`src/rtl/uart_rx_frame_parser.sv`:
```
// uart_rx_frame_parser
// Assembles SOF/LEN/payload/CHK frames from a uart_rx byte stream, checks the
// length and XOR checksum, buffers the payload and replays good payloads on a
// valid/ready byte stream. Every outcome is reported with a one-cycle pulse.
module uart_rx_frame_parser #(
  parameter logic [7:0] SOF_BYTE     = 8'hA5,
  parameter int         MAX_LEN      = 16,
  parameter int         TIMEOUT_CLKS = 17360
) (
  input  logic       i_clk,
  input  logic       i_rst,
  input  logic       i_rx_dv,
  input  logic [7:0] i_rx_byte,
  output logic       o_pl_valid,
  output logic [7:0] o_pl_data,
  output logic       o_pl_last,
  input  logic       i_pl_ready,
  output logic       o_frame_ok,
  output logic       o_err_chk,
  output logic       o_err_len,
  output logic       o_err_timeout,
  output logic       o_overrun,
  output logic       o_busy
);

  localparam int IDX_W  = $clog2(MAX_LEN + 1);
  localparam int BUF_AW = (MAX_LEN > 1) ? $clog2(MAX_LEN) : 1;
  localparam int TMO_W  = $clog2(TIMEOUT_CLKS + 1);

  typedef enum logic [2:0] {
    ST_HUNT    = 3'd0,
    ST_LEN     = 3'd1,
    ST_PAYLOAD = 3'd2,
    ST_CHK     = 3'd3,
    ST_DRAIN   = 3'd4
  } state_t;

  state_t           state_q, state_d;
  logic [7:0]       len_q, len_d;
  logic [7:0]       chk_q, chk_d;
  logic [IDX_W-1:0] idx_q, idx_d;
  logic [IDX_W-1:0] rd_idx_q, rd_idx_d;
  logic [TMO_W-1:0] tmo_q, tmo_d;
  logic             frame_ok_q, frame_ok_d;
  logic             err_chk_q, err_chk_d;
  logic             err_len_q, err_len_d;
  logic             err_tmo_q, err_tmo_d;
  logic             overrun_q, overrun_d;

  // Payload storage; contents survive reset since only written entries are read
  logic [7:0]       buf_q [MAX_LEN];
  logic             buf_we_s;
  logic [IDX_W-1:0] idx_inc_s;
  logic [IDX_W-1:0] rd_idx_inc_s;
  logic             rd_last_s;
  logic             mid_frame_s;

  assign idx_inc_s    = idx_q + IDX_W'(1);
  assign rd_idx_inc_s = rd_idx_q + IDX_W'(1);
  assign rd_last_s    = (8'(rd_idx_q) == (len_q - 8'd1));
  assign mid_frame_s  = (state_q == ST_LEN) || (state_q == ST_PAYLOAD) || (state_q == ST_CHK);

  // Next-state, counter and pulse computation
  always_comb begin
    state_d    = state_q;
    len_d      = len_q;
    chk_d      = chk_q;
    idx_d      = idx_q;
    rd_idx_d   = rd_idx_q;
    tmo_d      = tmo_q;
    frame_ok_d = 1'b0;
    err_chk_d  = 1'b0;
    err_len_d  = 1'b0;
    err_tmo_d  = 1'b0;
    overrun_d  = 1'b0;
    buf_we_s   = 1'b0;

    case (state_q)
      ST_HUNT: begin
        tmo_d = '0;
        if (i_rx_dv && (i_rx_byte == SOF_BYTE)) begin
          state_d = ST_LEN;
        end else begin
          state_d = ST_HUNT;
        end
      end
      ST_LEN: begin
        if (i_rx_dv) begin
          tmo_d = '0;
          len_d = i_rx_byte;
          chk_d = i_rx_byte;
          if ((i_rx_byte == 8'd0) || (i_rx_byte > 8'(MAX_LEN))) begin
            err_len_d = 1'b1;
            state_d   = ST_HUNT;
          end else begin
            idx_d   = '0;
            state_d = ST_PAYLOAD;
          end
        end else begin
          state_d = ST_LEN;
        end
      end
      ST_PAYLOAD: begin
        if (i_rx_dv) begin
          tmo_d    = '0;
          buf_we_s = 1'b1;
          chk_d    = chk_q ^ i_rx_byte;
          idx_d    = idx_inc_s;
          if (8'(idx_inc_s) == len_q) begin
            state_d = ST_CHK;
          end else begin
            state_d = ST_PAYLOAD;
          end
        end else begin
          state_d = ST_PAYLOAD;
        end
      end
      ST_CHK: begin
        if (i_rx_dv) begin
          tmo_d = '0;
          if (i_rx_byte == chk_q) begin
            frame_ok_d = 1'b1;
            rd_idx_d   = '0;
            state_d    = ST_DRAIN;
          end else begin
            err_chk_d = 1'b1;
            state_d   = ST_HUNT;
          end
        end else begin
          state_d = ST_CHK;
        end
      end
      ST_DRAIN: begin
        tmo_d = '0;
        if (i_rx_dv) begin
          overrun_d = 1'b1;
        end else begin
          overrun_d = 1'b0;
        end
        if (i_pl_ready) begin
          if (rd_last_s) begin
            state_d = ST_HUNT;
          end else begin
            rd_idx_d = rd_idx_inc_s;
          end
        end else begin
          state_d = ST_DRAIN;
        end
      end
      default: begin
        state_d = ST_HUNT;
        tmo_d   = '0;
      end
    endcase

    // Inter-byte watchdog: a strobe in the same cycle already cleared it above
    if (mid_frame_s && !i_rx_dv) begin
      if (tmo_q == TMO_W'(TIMEOUT_CLKS - 1)) begin
        err_tmo_d = 1'b1;
        tmo_d     = '0;
        state_d   = ST_HUNT;
      end else begin
        tmo_d = tmo_q + TMO_W'(1);
      end
    end else begin
      err_tmo_d = 1'b0;
    end
  end

  // State, counters and pulse registers
  always_ff @(posedge i_clk or posedge i_rst) begin
    if (i_rst) begin
      state_q    <= ST_HUNT;
      len_q      <= 8'd0;
      chk_q      <= 8'd0;
      idx_q      <= '0;
      rd_idx_q   <= '0;
      tmo_q      <= '0;
      frame_ok_q <= 1'b0;
      err_chk_q  <= 1'b0;
      err_len_q  <= 1'b0;
      err_tmo_q  <= 1'b0;
      overrun_q  <= 1'b0;
    end else begin
      state_q    <= state_d;
      len_q      <= len_d;
      chk_q      <= chk_d;
      idx_q      <= idx_d;
      rd_idx_q   <= rd_idx_d;
      tmo_q      <= tmo_d;
      frame_ok_q <= frame_ok_d;
      err_chk_q  <= err_chk_d;
      err_len_q  <= err_len_d;
      err_tmo_q  <= err_tmo_d;
      overrun_q  <= overrun_d;
    end
  end

  // Payload buffer write port
  always_ff @(posedge i_clk) begin
    if (buf_we_s) begin
      buf_q[idx_q[BUF_AW-1:0]] <= i_rx_byte;
    end
  end

  // Stream outputs come straight from state flops so reset clears them at once
  assign o_pl_valid    = (state_q == ST_DRAIN);
  assign o_pl_data     = o_pl_valid ? buf_q[rd_idx_q[BUF_AW-1:0]] : 8'd0;
  assign o_pl_last     = o_pl_valid && rd_last_s;
  assign o_busy        = (state_q != ST_HUNT);
  assign o_frame_ok    = frame_ok_q;
  assign o_err_chk     = err_chk_q;
  assign o_err_len     = err_len_q;
  assign o_err_timeout = err_tmo_q;
  assign o_overrun     = overrun_q;

endmodule

```
`config.mk`:
```
export PLATFORM = sky130hd
export DESIGN_NAME = uart_rx_frame_parser
export DESIGN_NICKNAME = d
export VERILOG_FILES = /design/src/rtl/uart_rx_frame_parser.sv
export SDC_FILE = /design/constraint.sdc
export NUM_CORES = 1
export LEC_CHECK = 0
export CAP_MARGIN = 40
export CORE_ASPECT_RATIO = 1.4
export CORE_UTILIZATION = 45
export CTS_CLUSTER_SIZE = 12
export DETAILED_ROUTE_END_ITERATION = 10
export GPL_TIMING_DRIVEN = 0
export PLACE_DENSITY = 0.69
export SKIP_LAST_GASP = 1
export SYNTH_ARGS = -nofsm -noshare
export SYNTH_HDL_FRONTEND = slang
export SYNTH_SLANG_ARGS = --single-unit
```
`constraint.sdc`:
```
create_clock -name i_clk -period 5.8 [get_ports i_clk]
set_input_delay 0.87 -clock i_clk [delete_from_list [all_inputs] [get_ports i_clk]]
set_output_delay 0.87 -clock i_clk [all_outputs]
set_load 0.005 [all_outputs]
```
==> results of run 1 <==
cells in the final DEF, fill, tap and decap left out, drive strengths merged, types with 5 or more instances in the layout:
cell / instances
and2: 10
and3: 7
clkdlybuf4s50: 26
edfxtp: 128
clkbuf: 32
o211ai: 5
nand3: 17
nor2: 45
xor2: 19
clkinv: 6
dfrtp: 49
a21oi: 16
mux4: 40
nand4: 5
nor3: 15
a311oi: 6
nand2b: 6
nand2: 21
ha: 7
mux2: 9
nor4: 6
buf: 17
inv: 10
xnor2: 15
cells by family after synthesis:
kind of cell,after synthesis,share of synthesized area
DFF,177,0.6423
muxes,50,0.1415
adders and majority gates,7,0.01109
AOI/OAI and AO/OA,54,0.04993
xor gates and xnor gates,34,0.03772
and+or+nand+nor,148,0.09510
buffers and inverters,33,0.02235
cells in the mapped netlist (6+ instances only):
library cell	number
nor4_1	6
xor2_1	19
buf_2	6
a311oi_1	6
mux4_2	12
edfxtp_1	128
and2_1	10
nor3_1	15
nand2b_1	6
mux4_1	28
nand2_1	21
clkbuf_1	15
and3_1	7
nor2_1	45
inv_1	7
dfrtp_1	49
nand3_1	17
xnor2_1	15
mux2_2	9
a21oi_1	16
ha_1	7
metal layers:
| metal | up-vias | GRT usage | share of wire |
|---|---|---|---|
| li1 | 2078 | - | - |
| met1 | 2247 | 0.2389 | 0.41 |
| met2 | 112 | 0.3424 | 0.54 |
| met3 | 19 | 0.04389 | 0.040 |
| met4 | 0 | 0.07320 | 0.017 |
| met5 | - | 0 | 0 |
metrics by stage:
stage / hold WS [ps] / power, mW / instance area, um2
floorplan: 425.1 / 1.449 / 7894
global placement: 445.0 / 1.487 / 8444
detailed placement: 447.0 / 1.494 / 8501
CTS: 455.4 / 2.582 / 9065
global route: 486.3 / 2.643 / 9087
finish: 459.2 / 2.571 / 9087
power by group through the flow:
stage | clock network (mW) | logic (mW) | registers [mW]
4_1_cts | 1.11 | 0.0983 | 1.37
2_1_floorplan | 0 | 0.0542 | 1.40
6_report | 1.10 | 0.0986 | 1.37
5_1_grt | 1.16 | 0.110 | 1.37
3_5_place_dp | 0 | 0.0976 | 1.40
3_3_place_gp | 0 | 0.0908 | 1.40
flip-flops by register name, summed over array words and instances (netlist names):
register	count
rd_idx_q	5
o_err_len	1
tmo_q	15
idx_q	5
buf_q	128
o_err_chk	1
len_q	8
chk_q	8
o_overrun	1
o_err_timeout	1
state_q	3
o_frame_ok	1
cell type report:
cell class              instances  area, um2  share of cell area
clock inverters                13      138.9             0.01528
clock buffers                  17      425.4             0.04681
inverters                       7      26.28            0.002891
well taps                     232      290.3             0.03194
plain buffers                  26      150.1             0.01652
repair buffers                 32      324.1             0.03566
multi-input cells             293       2663              0.2930
flip-flops and latches        177       5070              0.5579
worst paths after layout:
check / slack (ps) / startpoint / cells past startpoint / end
min in group asynchronous: 800 / i_rst / 2 / rd_idx_q[4]$_DFFE_PP0P_
max in group asynchronous: 4480 / i_rst / 3 / chk_q[3]$_DFFE_PP0P_
min: 460 / tmo_q[0]$_DFF_PP0_ / 1 / tmo_q[0]$_DFF_PP0_
min reg2reg: 460 / tmo_q[0]$_DFF_PP0_ / 1 / tmo_q[0]$_DFF_PP0_
max reg2reg: 2770 / state_q[2]$_DFF_PP0_ / 6 / buf_q[3][5]$_DFFE_PP_
max: 1880 / rd_idx_q[1]$_DFFE_PP0P_ / 6 / o_pl_data[7]
==> impl_metrics.tcl, run 1 <==
set metrics [dict create \
    switching_share 0.2099 \
    first_iter_violations 323 \
    setup_tns_ps 0 \
    timing.final.crit_share 0.6757 \
    synth_seq_cells 177 \
    yosys_warnings 0 \
    portBuffers 26 \
    gp_congestion 0.8257 \
    synth_area_um2 7894 \
    internal_power_mw 2.031 \
    path_class "flop to primary output" \
    clkTransAtPathRegs_ps 70 \
    fin_cells 797 \
    antenna_found_initial 0 \
    layout_setup_ws_ps 1881 \
    seqPwrFrac 0.533 \
    switchingPower_mw 0.5396 \
    rsz0062_at_grt "false" \
    dieArea_um2 18080 \
    cap_violations 0 \
    cts-root-buf "clkbuf_16" \
    cts_setup_buffers 0 \
    synth_async_sr_flop_share 0.2768 \
    hold_viol 0 \
    viasPerCell 5.591 \
    worstPathArrival_ps 3050 \
    grt_max_degree 29 \
    hold_class "flop to flop" \
    insertedDiodeCount 0 \
    placedCellCount 765 \
    ant_nets 0 \
    drive_gt1_frac 0.1327 \
    finalMaxSlewViolations 0 \
    ioPinCount 28 \
    synth_nets 522 \
    synth_top_area_cell "edfxtp_1" \
    start_util 0.4655 \
    dp_hpwl_mm 11.47 \
    cts_buffer_depth 2 \
    status "finished clean" \
    vdd_drop_max_uv 156.9 \
    cpMostUsedCell "mux4_2" \
    tritoncts "built" \
    clock_latency_ps 430 \
    globalRouteTotalUtil 0.1977 \
    firstDrtPassIters 4 \
    cts-buffers-inserted 17 \
    synthToLayoutAreaGrowth_pct 15.12 \
    synth_edf_count 128 \
    setup-violations-final 0 \
    crit_family "buffers and inverters" \
    min_period_ps 3919 \
    postCtsHoldBufs 0 \
    max_slew_margin 0.3791 \
    ctsResizeCount 0 \
    power_frac_comb 0.038 \
    core_area_um2 16960 \
    cp.required_ps 4930 \
    fin_nets 573 \
    wl_mm 16.39 \
    syn_avg_cell_area_um2 15.69 \
    crit_fanout 10 \
    start_kind "flop" \
    cts_max_level 4 \
    cts_sinks 177 \
    leakage_nw 3.204 \
    tightest_slew_ps 928.5 \
    slowest_delay_ps 540 \
    path_cells "buf_2 > clkbuf_1 > mux4_2 > mux4_2 > and2_1 > clkdlybuf4s50_1" \
    grt_pass1_vias 4692 \
    synthTopCellsByArea "edfxtp_1 49%, dfrtp_1 16%, mux4_1 9.3%, mux4_2 3.4%, nor2_1 2.1%" \
    slowest_stage "clkbuf_1" \
    fill_cells 1395 \
    clockPowerShare 0.429 \
    synth_cell_types 55 \
    route.detailed.drc 0 \
    overflow 0 \
    skew_ps 8.662 \
    yosysSeqAreaShare 0.6423 \
    vias 4456 \
    clock.fmax_ghz 0.2552 \
    synth_top_area_frac 0.4869 \
    pre_cts_slack_ps 2253 \
    dieWidth_um 113.9 \
    fp.dieH_um 158.7 \
    wl_per_cell_um 20.56 \
    grt_pass1_wl_mm 26.30 \
    p_per_area_nw_per_um2 282.9 \
    synth-main-ff-cell "edfxtp_1" \
    synthCells 503 \
    final_core_util 0.5359 \
    path_buf_inv 3 \
    rows 56 \
    worst_setup_path_end_kind "primary output" \
]
Power figures use the tool's default switching activity.
==> run 2: changes to the inputs <==
==> constraint.sdc (replaced) <==
create_clock -name i_clk -period 3.88 [get_ports i_clk]
set_input_delay 0.582 -clock i_clk [delete_from_list [all_inputs] [get_ports i_clk]]
set_output_delay 0.582 -clock i_clk [all_outputs]
set_load 0.005 [all_outputs]
==> results of run 2 <==
Same layout as run 1 (identical final DEF). Status: finished clean.
Main changes from that run: setup slack after placement 2253 ps -> 621.1 ps; setup slack after layout 1881 ps -> 248.9 ps; register-to-register setup slack 2770 ps -> 850 ps; total power 2.571 mW -> 3.843 mW; worst IR drop on VDD 156.9 uV -> 234.5 uV
==> run 3: changes to the inputs <==
--- a/config.mk
+++ b/config.mk
@@ -7,11 +7,11 @@
 export LEC_CHECK = 0
 export CAP_MARGIN = 40
 export CORE_ASPECT_RATIO = 1.4
-export CORE_UTILIZATION = 45
+export CORE_UTILIZATION = 40
 export CTS_CLUSTER_SIZE = 12
 export DETAILED_ROUTE_END_ITERATION = 10
 export GPL_TIMING_DRIVEN = 0
-export PLACE_DENSITY = 0.69
+export PLACE_DENSITY = 0.63
 export SKIP_LAST_GASP = 1
 export SYNTH_ARGS = -nofsm -noshare
 export SYNTH_HDL_FRONTEND = slang
==> impl_metrics.tcl, run 3 (synthesis gave the netlist of run 1 again) <==
set metrics [dict create \
    start_kind "flop" \
    postCtsHoldBufs 0 \
    ant_nets 0 \
    antenna_found_initial 0 \
    clock.fmax_ghz 0.2718 \
    vdd_drop_max_uv 233.8 \
    path_buf_inv 3 \
    skew_ps 7.808 \
    total_power_mw 3.830 \
    leakage_nw 3.220 \
    tightest_slew_ps 935.4 \
    worstPathArrival_ps 3100 \
    globalRouteTotalUtil 0.1808 \
    mostFrequentLayoutCell "edfxtp_1" \
    status "finished clean" \
    cts_sinks 177 \
    cts-buffers-inserted 17 \
    slowest_stage "clkbuf_1" \
    wl_per_cell_um 20.95 \
    fin_cells 819 \
    grt_pass1_vias 4794 \
    p_per_area_nw_per_um2 419.1 \
    cts-root-buf "clkbuf_16" \
    cts_buffer_depth 2 \
    dieArea_um2 20310 \
    dieWidth_um 120.7 \
    crit_fanout 10 \
    finalMaxSlewViolations 0 \
    fin_nets 577 \
    setup-violations-final 0 \
    worst_setup_path_end_kind "primary output" \
    cts_max_level 4 \
    synthToLayoutAreaGrowth_pct 15.76 \
    gp_congestion 0.8365 \
    path_cells "buf_2 > clkbuf_1 > mux4_1 > mux4_2 > and2_1 > clkdlybuf4s50_1" \
    slowest_delay_ps 530 \
    path_class "flop to primary output" \
    largest_reg_flops 128 \
    rsz0062_at_grt "false" \
    min_period_ps 3679 \
    overflow 0 \
    hold_viol 0 \
    route.detailed.drc 0 \
    grt_pass1_wl_mm 26.89 \
    max_slew_margin 0.3744 \
    insertedDiodeCount 0 \
    rows 60 \
    core_area_um2 19290 \
    fill_cells 1577 \
    grt_use_met3 0.03896 \
    cp.required_ps 3300 \
    grt.busiest_layer "met2" \
    final_cell_mix "128 x edfxtp_1, 49 x dfrtp_1, 45 x nor2_1" \
    use_met1 0.2216 \
    grtUsageMet2 0.3061 \
    clkTransAtPathRegs_ps 70 \
    cts_setup_buffers 0 \
    placedCellCount 787 \
    cap_violations 0 \
    start_util 0.4091 \
    viasPerCell 5.608 \
    hold_class "flop to flop" \
    tritoncts "built" \
    portBuffers 26 \
    fp.dieH_um 168.2 \
    wl_mm 17.16 \
    grt_max_degree 27 \
    drive_gt1_frac 0.1454 \
    setup_tns_ps 0 \
    first_iter_violations 390 \
    firstDrtPassIters 7 \
    crit_family "buffers and inverters" \
    dp_hpwl_mm 11.78 \
    timing.final.crit_share 0.9483 \
    vias 4593 \
    ctsResizeCount 0 \
    ioPinCount 28 \
    clock_latency_ps 430 \
]
==> run 3: cell count changes in the layout (fill, tap and decap cells not counted), sizes merged <==
cell      previous run  this run
clkinvlp             2         4
buf                 17        21
bufinv               2         1
clkinv               6         4
inv                 10        12
clkbuf              32        33
==> run 3: metal layers <==
layer | part of all wire | wire length [um]
met4 | 0.025 | 435
met3 | 0.048 | 829
met5 | 0 | 0
met1 | 0.41 | 6994
met2 | 0.52 | 8895
==> run 3: stage by stage <==
step | instance area, um2 | worst slack [ps] | hold WS, ps | util
after global placement | 8464 | 384.2 | 441.5 | 0.4387
after global routing | 9138 | 35.99 | 486.4 | 0.4736
after detailed placement | 8576 | 503.6 | 445.9 | 0.4445
final | 9138 | 200.6 | 459.4 | 0.4736
after floorplan | 7894 | 1386 | 425.1 | -
after CTS | 9138 | 139.5 | 460.6 | 0.4736
==> run 3: worst paths after layout <==
kind	depth (start not counted)	startpoint	slack (ps)	to
worst max-delay path	6	rd_idx_q[1]$_DFFE_PP0P_	200	o_pl_data[0]
worst min-delay path	1	tmo_q[0]$_DFF_PP0_	460	tmo_q[0]$_DFF_PP0_
worst max register to register	7	state_q[2]$_DFF_PP0_	930	buf_q[7][3]$_DFFE_PP_
worst min register to register	1	tmo_q[0]$_DFF_PP0_	460	tmo_q[0]$_DFF_PP0_
max in group asynchronous	3	i_rst	2840	tmo_q[13]$_DFF_PP0_
min in group asynchronous	2	i_rst	510	rd_idx_q[4]$_DFFE_PP0P_
==> run 3: final cells by class <==
| class | instances | area, um2 | share of cell area |
|---|---|---|---|
| buffer | 26 | 150.1 | 0.01643 |
| clock buffer | 18 | 429.2 | 0.04697 |
| clock inverter | 14 | 132.6 | 0.01451 |
| inverter | 7 | 26.28 | 0.002876 |
| multi-input combinational | 293 | 2668 | 0.2919 |
| sequential | 177 | 5070 | 0.5548 |
| tap | 248 | 310.3 | 0.03396 |
| timing repair buffer | 36 | 351.6 | 0.03848 |
==> run 3: power breakdown <==
part           switching, mW  internal, mW
registers            0.00884          2.04
clock network          0.740         0.894
logic                 0.0950        0.0515
